[src/rtl/fifo_stream_reader_pkg.sv]
// Shared types and constants for the FIFO stream reader and its output buffer.
package fifo_stream_reader_pkg;

  typedef enum logic [1:0] {IDLE, ACTIVE, DRAIN} rd_state_t;

  localparam int BUF_DEPTH = 2;

  // Next occupancy of the output buffer; saturates so a stray push/pop cannot wrap it.
  function automatic logic [1:0] cnt_next(input logic [1:0] cnt,
                                          input logic       push,
                                          input logic       pop);
    logic [1:0] n;
    n = cnt;
    if (push && !pop && cnt != 2'(BUF_DEPTH)) begin
      n = cnt + 2'd1;
    end else if (pop && !push && cnt != 2'd0) begin
      n = cnt - 2'd1;
    end
    return n;
  endfunction

endpackage

[src/rtl/fifo_stream_reader_skid.sv]
// Two-entry in-order output buffer; entry 0 is always the head presented downstream.
module fifo_stream_reader_skid
  import fifo_stream_reader_pkg::*;
#(
  parameter int DATA_WIDTH = 32
) (
  input  logic                  clk_i,
  input  logic                  rst_n_i,
  input  logic                  push_i,
  input  logic [DATA_WIDTH-1:0] push_data_i,
  input  logic                  pop_i,
  output logic [DATA_WIDTH-1:0] head_data_o,
  output logic [1:0]            buf_cnt_o
);

  logic [DATA_WIDTH-1:0] ent0_q, ent0_d;
  logic [DATA_WIDTH-1:0] ent1_q, ent1_d;
  logic [1:0]            cnt_q, cnt_d;

  always_comb begin
    ent0_d = ent0_q;
    ent1_d = ent1_q;
    unique case ({push_i, pop_i})
      2'b10: begin
        if (cnt_q == 2'd0) begin
          ent0_d = push_data_i;
        end else if (cnt_q == 2'd1) begin
          ent1_d = push_data_i;
        end
      end
      2'b01: begin
        ent0_d = ent1_q;
      end
      2'b11: begin
        // Capture and pop together: the head advances and the new word joins the tail.
        if (cnt_q == 2'd1) begin
          ent0_d = push_data_i;
        end else begin
          ent0_d = ent1_q;
          ent1_d = push_data_i;
        end
      end
      default: ;
    endcase
    cnt_d = cnt_next(cnt_q, push_i, pop_i);
  end

  always_ff @(posedge clk_i) begin
    if (!rst_n_i) begin
      ent0_q <= '0;
      ent1_q <= '0;
      cnt_q  <= 2'd0;
    end else begin
      ent0_q <= ent0_d;
      ent1_q <= ent1_d;
      cnt_q  <= cnt_d;
    end
  end

  assign head_data_o = ent0_q;
  assign buf_cnt_o   = cnt_q;

endmodule

[src/rtl/fifo_stream_reader.sv]
// Read-side master for a 1-cycle-latency FIFO, re-presenting its data as a valid/ready stream.
// Optional beat counter port enabled by defining FIFO_STREAM_READER_STATS_EN.
module fifo_stream_reader
  import fifo_stream_reader_pkg::*;
#(
  parameter int DATA_WIDTH = 32
) (
  input  logic                  clk,
  input  logic                  reset_n,
  input  logic                  enable,
  input  logic                  fifo_empty,
  input  logic [DATA_WIDTH-1:0] fifo_rd_data,
  output logic                  fifo_rd_en,
  output logic                  m_valid,
  input  logic                  m_ready,
  output logic [DATA_WIDTH-1:0] m_data,
  output logic                  busy
`ifdef FIFO_STREAM_READER_STATS_EN
  ,
  output logic [31:0]           beat_count
`endif
);

  rd_state_t  state_q;
  logic       busy_q;
  logic       inflight_q;
  logic [1:0] buf_cnt;
  logic       pop;
  logic [2:0] occ_after_pop;

  assign m_valid = (buf_cnt != 2'd0);
  assign pop     = m_valid & m_ready;

  // Entries that will be held or still landing once this cycle's beat leaves.
  assign occ_after_pop = {1'b0, buf_cnt} + {2'b00, inflight_q} - {2'b00, pop};

  assign fifo_rd_en = reset_n & enable & ~fifo_empty & (state_q != DRAIN)
                    & (occ_after_pop < 3'(BUF_DEPTH));

  fifo_stream_reader_skid #(
    .DATA_WIDTH(DATA_WIDTH)
  ) u_skid (
    .clk_i       (clk),
    .rst_n_i     (reset_n),
    .push_i      (inflight_q),
    .push_data_i (fifo_rd_data),
    .pop_i       (pop),
    .head_data_o (m_data),
    .buf_cnt_o   (buf_cnt)
  );

  always_ff @(posedge clk) begin
    if (!reset_n) begin
      state_q    <= IDLE;
      busy_q     <= 1'b0;
      inflight_q <= 1'b0;
    end else begin
      inflight_q <= fifo_rd_en;
      unique case (state_q)
        IDLE: begin
          if (enable && !fifo_empty) begin
            state_q <= ACTIVE;
            busy_q  <= 1'b1;
          end
        end
        ACTIVE: begin
          if (!enable) begin
            if (buf_cnt != 2'd0 || inflight_q) begin
              state_q <= DRAIN;
            end else begin
              state_q <= IDLE;
              busy_q  <= 1'b0;
            end
          end
        end
        DRAIN: begin
          if (enable) begin
            state_q <= ACTIVE;
          end else if (buf_cnt == 2'd0 && !inflight_q) begin
            state_q <= IDLE;
            busy_q  <= 1'b0;
          end
        end
        default: begin
          state_q <= IDLE;
          busy_q  <= 1'b0;
        end
      endcase
    end
  end

  assign busy = busy_q;

`ifdef FIFO_STREAM_READER_STATS_EN
  logic [31:0] beat_cnt_q;

  always_ff @(posedge clk) begin
    if (!reset_n) begin
      beat_cnt_q <= 32'd0;
    end else if (pop) begin
      beat_cnt_q <= beat_cnt_q + 32'd1;
    end
  end

  assign beat_count = beat_cnt_q;
`endif

endmodule

[config.mk]
export PLATFORM = sky130hd
export DESIGN_NAME = fifo_stream_reader
export DESIGN_NICKNAME = d
export VERILOG_FILES = /design/src/rtl/fifo_stream_reader_pkg.sv /design/src/rtl/fifo_stream_reader_skid.sv /design/src/rtl/fifo_stream_reader.sv
export SDC_FILE = /design/constraint.sdc
export NUM_CORES = 1
export LEC_CHECK = 0
export CELL_PAD_IN_SITES_DETAIL_PLACEMENT = 1
export CELL_PAD_IN_SITES_GLOBAL_PLACEMENT = 2
export CORE_MARGIN = 8
export CORE_UTILIZATION = 29
export DETAILED_ROUTE_END_ITERATION = 8
export PLACE_DENSITY_LB_ADDON = 0.15
export SYNTH_ARGS = -nofsm -noshare
export SYNTH_HDL_FRONTEND = slang
export SYNTH_SLANG_ARGS = --single-unit
[constraint.sdc]
create_clock -name clk -period 2.5 [get_ports clk]
set_input_delay 0.375 -clock clk [delete_from_list [all_inputs] [get_ports clk]]
set_output_delay 0.375 -clock clk [all_outputs]
set_load 0.1 [all_outputs]
Yosys cells after proc, flatten, opt, wreduce, memory -nomap -nowiden. Cells that the tools add are included.

Output and inout port bits: 35. Input bits: 37. Logic and storage cells: 74. Bits in registers: 70.

Add/sub/neg operators: 4. Muxes and demuxes: 20. Bitwise operators: 6. Order comparisons: 1. Eq/ne operators: 17. Reduce and logical (&&, ||, !) cells: 20.

Operator list (count): 32-bit 2-to-1 mux (4); 32-bit case mux with 3 select lines (1); 32-bit case mux with 2 select lines (1); 2-bit inequality test, second input constant (10); 2-bit 2-to-1 mux (7); 2-bit by 1-bit == test with 1-bit output, second input constant (3); 2-bit == test, second input constant (3); 1-bit logical AND (6); 2-bit case mux with 3 select lines (1); 3-bit AND reduction (2); 2-bit nonzero test (3); 1-bit AND (5); 1-bit 2-to-1 mux (5); 5-bit AND reduction (1); 2-bit logical NOT (2); 2-bit by 1-bit adder with 3-bit output (1); 1-bit logical NOT (3); 3-bit by 2-bit less-than comparator with 1-bit output, second input constant (1); 3-bit inequality test, second input constant (1); 1-bit case mux with 3 select lines (1); 3-bit nonzero test (1); 3-bit by 1-bit subtractor with 3-bit output (1); 2-bit by 1-bit adder with 2-bit output, second input constant (1); 2-bit AND reduction (1); other kinds (3) (3).

Depth between registers and ports, before layout.
Depth in word-level cells: 6. Mapped depth: 10. Gate-level depth less buffers: 8.

Hierarchy. From an unflattened synthesis, not the netlist that was laid out.

Cells, all modules: 340. Area total of the unflattened synthesis: 3353.2 um^2.

Modules (own cells, without submodules): fifo_stream_reader_skid (area an instance 3056.7 um^2, cells an instance 313, seq. area each 1321.3 um^2, instances 1); fifo_stream_reader (area an instance 296.5 um^2, cells an instance 27, seq. area each 80.1 um^2, instances 1).

Worst setup path before layout. No wires, ideal clock.

Kind: register -> output. Start point: register u_skid.cnt_q[1], in the netlist u_skid.buf_cnt_o[1]. End point: output port fifo_rd_en. Cell stages (with the launch flop): 10. Data arrival time: 6386 ps. Path slack: -4261 ps. Required time: 2125 ps. Path buffers: 1. Path through: dfxtp_1 -> inv_1 -> ha_1 -> nor2b_1 -> buf_4 -> xnor2_1 -> nand2_1 -> fa_1 -> xor2_1 -> a2111oi_0.

Cells in the longest elaborated chain, start to end: 5. Elaborated cells between the ends (all ways): 6. Classes of those cells: add/sub (2); order compare (1); bitwise (2); reduce/logical (1).

Ends and longest elaborated chain: from (decl) (RTL line fifo_stream_reader_skid.sv:18) `logic [1:0] cnt_q, cnt_d;`; from (signal assigned) (RTL line fifo_stream_reader_skid.sv:56) `cnt_q <= cnt_d;`; parallel branches: the longest is 2 deep, another holds 2-bit by 1-bit adder with 3-bit output; 3-bit by 1-bit subtractor with 3-bit output * (RTL line fifo_stream_reader.sv:35) `assign occ_after_pop = {1'b0, buf_cnt} + {2'b00, inflight_q} - {2'b00, pop};`; 3-bit by 2-bit less-than comparator with 1-bit output * (RTL line fifo_stream_reader.sv:38) `& (occ_after_pop < 3'(BUF_DEPTH));`; 1-bit AND * (RTL line fifo_stream_reader.sv:38); to (decl) (RTL line fifo_stream_reader.sv:13) `output logic fifo_rd_en,`.

Every way passes the cells marked *.

Final worst setup path.
Start point: input port m_ready. End point: output port fifo_rd_en.

Cells in the longest elaborated chain, start to end: 4.

Ends and longest elaborated chain: from (decl) (RTL line fifo_stream_reader.sv:15) `input logic m_ready,`; 1-bit AND (RTL line fifo_stream_reader.sv:32) `assign pop = m_valid & m_ready;`; 3-bit by 1-bit subtractor with 3-bit output (RTL line fifo_stream_reader.sv:35); 3-bit by 2-bit less-than comparator with 1-bit output (RTL line fifo_stream_reader.sv:38); 1-bit AND (RTL line fifo_stream_reader.sv:38).

Every way passes these cells.

==> impl_results.md <==
* Ranking of synthesized cells by area: dfxtp_1 (45%), nand2_1 (15%), a21boi_1 (7.9%), a31oi_1 (5.6%), o21ai_0 (3.8%)
* Final Critical Period at 2773 ps
* Avg Cell Area, Syn at about 8 um^2
* Final Max Tran Viols at 0
* CTS Buffer Depth at 2
* Headroom to the max-slew limit at 58.46%
* Final setup violation count at 1
* Starting DRT DRC Count at between 100 and 150
* Power, Total at 5.996 mW
* Initial Util at 29.24%
* # fillers at roughly 1,300
* Clk_lat worst skew at 340 ps
* Routability cong. at 0.7588
* Number of setup buffers added after CTS at 0
* Root Driver: clkbuf_8
* Synthesized cell area at roughly 3100 um^2
* Cell count of the worst reg-to-reg path at 8
* Sequential fraction of the synthesis area at between 40 and 50%
* HP Class: in -> reg
* Hold Startpoint: reset_n
* Port-buffer cells at between 70 and 80
* Crit path DAT at 2400 ps
* Hold path cells at 3
* Layout overhead on the synthesized area at 33.48%
* Clock slew at reported path FFs at approximately 70 ps
* Placed cell count at approximately 580
* Largest area contributor in the netlist: dfxtp_1
* Antenna violations before repair at 0
* Peak VDD IR at 0.6476 mV
* WS Path Type: in -> out
* CTS buffer count at 9
* Dpl hpwl at around 6.1 mm
* Critical path data required time at about 2100 ps
* Least-Margin Pin Slew at about 620 ps
* P_leak at around 1.6 nW
* Worst setup SP type: input port
* Placed cell areas at ~3900 um^2
* CP Capture Type: output port
* Die Height at about 120 um
* Post-synth ARST share at 0%
* Commonest cells after routing, fill and taps aside: nand2_1 (123), dfxtp_1 (68), buf_4 (48)
* Drt wl/cell at ~16 um
* First-pass GRT wire length at between 15 and 20 mm
* Row count at 38
* Post-synth net total at 423
* Fmax at about 360 MHz
* Worst reg2reg startpoint: u_skid.buf_cnt_o[0]
* Gate Count Post-Synth at around 380
* Total number of vias at 2,813
* Most common cell after layout, fill and taps aside: nand2_1
* Final Hold Slack at roughly 430 ps
* RSZ-0062 raised after global routing: true
* Die W at roughly 120 um
* Layout cell share with drive strength beyond 1 at 17.26%
* Ys Warns at 0
* Final hold violation count at 0
* #FFs+latches synth at 70
* Fin area at 4175 um^2
* Post-synth EDFFs at 0
* TritonCTS clock tree: done
* Violated checks: setup timing
* Vias/cell at ~4.8
* Maxcap violations at 0
* Unique cell type count in the Yosys netlist at 35
* Residual DRC at 0
* Sequential Area at approximately 1400 um^2
* Status: finished with violations
* Final period util at 110.9%
* Multi-input gate area at between 1500 and 2000 um^2
* Pre-CTS WS at -423.5 ps
* Synth top area share at 44.80%
* NumNets Final at a little under 500
* Reg-to-reg slack, setup at between 500 and 600 ps
* Largest net degree at the start of global routing at around 70
* Routed WL at between 9 and 10 mm
* R2r endpoint: inflight_q
* Final cell count without fillers at ~600
* Setup Skew at roughly 9.3 ps
* Antenna viol nets, final at 0
* Drt first pass iters at 4
* Gr ovfl total at 0
* PwrDens at about 1400 nW/um^2
* Tot GR Track Use at between 10% and 20%
* Die footprint at ~14,000 um^2
* CTS H-tree lvls at 3
* # diodes at 0
* Hold Buf Count CTS at 0
* Hold Path End: state_q[0]
* Final worst setup slack at -272.8 ps
* CP Max Fanout at 2
* Most common flop cell mapped by yosys: dfxtp_1
* Clk sinks at 70
* Io pins at between 70 and 80
* Vias in the first global route at ~3,000
* Core ar. at 10,700 um^2
-- cell families after synthesis --
family          synth area share [%]
simple gates                   17.96
compound gates                 24.28
flops                          44.80
buf+inv                        6.760
mux                            2.560
xor+xnor                       1.400
fa+ha+maj                      2.240
-- stage by stage --
stage	TNS, ps	utilization [%]
detailed placement	-423.5	36.78
finish	-272.8	39.03
floorplan	-634.4	-
global route	-389.2	39.03
CTS	-313.0	39.03
global placement	-332.1	36.78
-- power breakdown --
part | internal, mW | total (mW) | switching, mW
clock network | 0.587 | 1.01 | 0.425
logic | 0.812 | 3.43 | 2.62
registers | 1.40 | 1.55 | 0.153
total | 2.80 | 6.00 | 3.20
-- flip-flops by register name (all words and copies together), names as in the netlist --
signal / cells
busy: 1
inflight_q: 1
state_q: 2
u_skid.buf_cnt_o: 2
u_skid.ent1_q: 32
u_skid.head_data_o: 32
-- cell usage after synthesis, types with 2 or more instances --
cell type    n
nand2_1    123
dfxtp_1     70
a21boi_1    33
a31oi_1     28
o21ai_0     24
clkbuf_1    12
buf_2       10
mux2i_1      8
o21ai_1      8
nor2_1       7
inv_1        6
buf_4        5
buf_6        5
a22oi_1      4
ha_1         4
o221a_1      4
nand2b_1     3
xor2_1       3
a2111oi_0    2
a21o_1       2
a21oi_1      2
nand3_1      2
nor3b_1      2
o21a_1       2
xnor2_1      2
-- how the worst max path moves through the flow --
stage / endpoint / slack [ps] / from
4_1_cts: fifo_rd_en / -310 / u_skid.buf_cnt_o[0]
5_1_grt: fifo_rd_en / -390 / u_skid.buf_cnt_o[0]
3_5_place_dp: fifo_rd_en / -420 / m_ready
6_report: fifo_rd_en / -270 / m_ready
2_1_floorplan: fifo_rd_en / -630 / u_skid.buf_cnt_o[0]
3_3_place_gp: fifo_rd_en / -330 / m_ready
-- layer usage --
metal	vias to the layer above	routed length [um]	track usage, %
met2	57	4381	22.04
met3	9	433	3.617
met1	1316	4380	16.16
met4	0	101	4.215
li1	1431	-	-
met5	-	0	0
-- layout make-up --
cell class / count / area share [%]
inverter: 6 / 0.6593
clock inverter: 4 / 1.678
clock buffer: 12 / 3.476
timing repair buffer: 87 / 18.58
multi-input combinational: 273 / 37.67
sequential: 70 / 33.74
tap: 140 / 4.195
-- what timing repair did --
item                                    in CTS  in global routing
gates resized for setup                      5                  0
pin swaps                                    2                  0
cloned                                       0                  0
endpoints found under the setup margin       1                  1
endpoints found under the hold margin        0                  0
-- critical path, stage by stage --
cell and delay [ps]:
clkdlybuf4s50_1 490, nor2b_4 170, xnor2_2 110, nand2_1 90, fa_2 370, xor2_2 170
a2111oi_4 380, buf_12 220
Power figures use the tool's default switching activity.
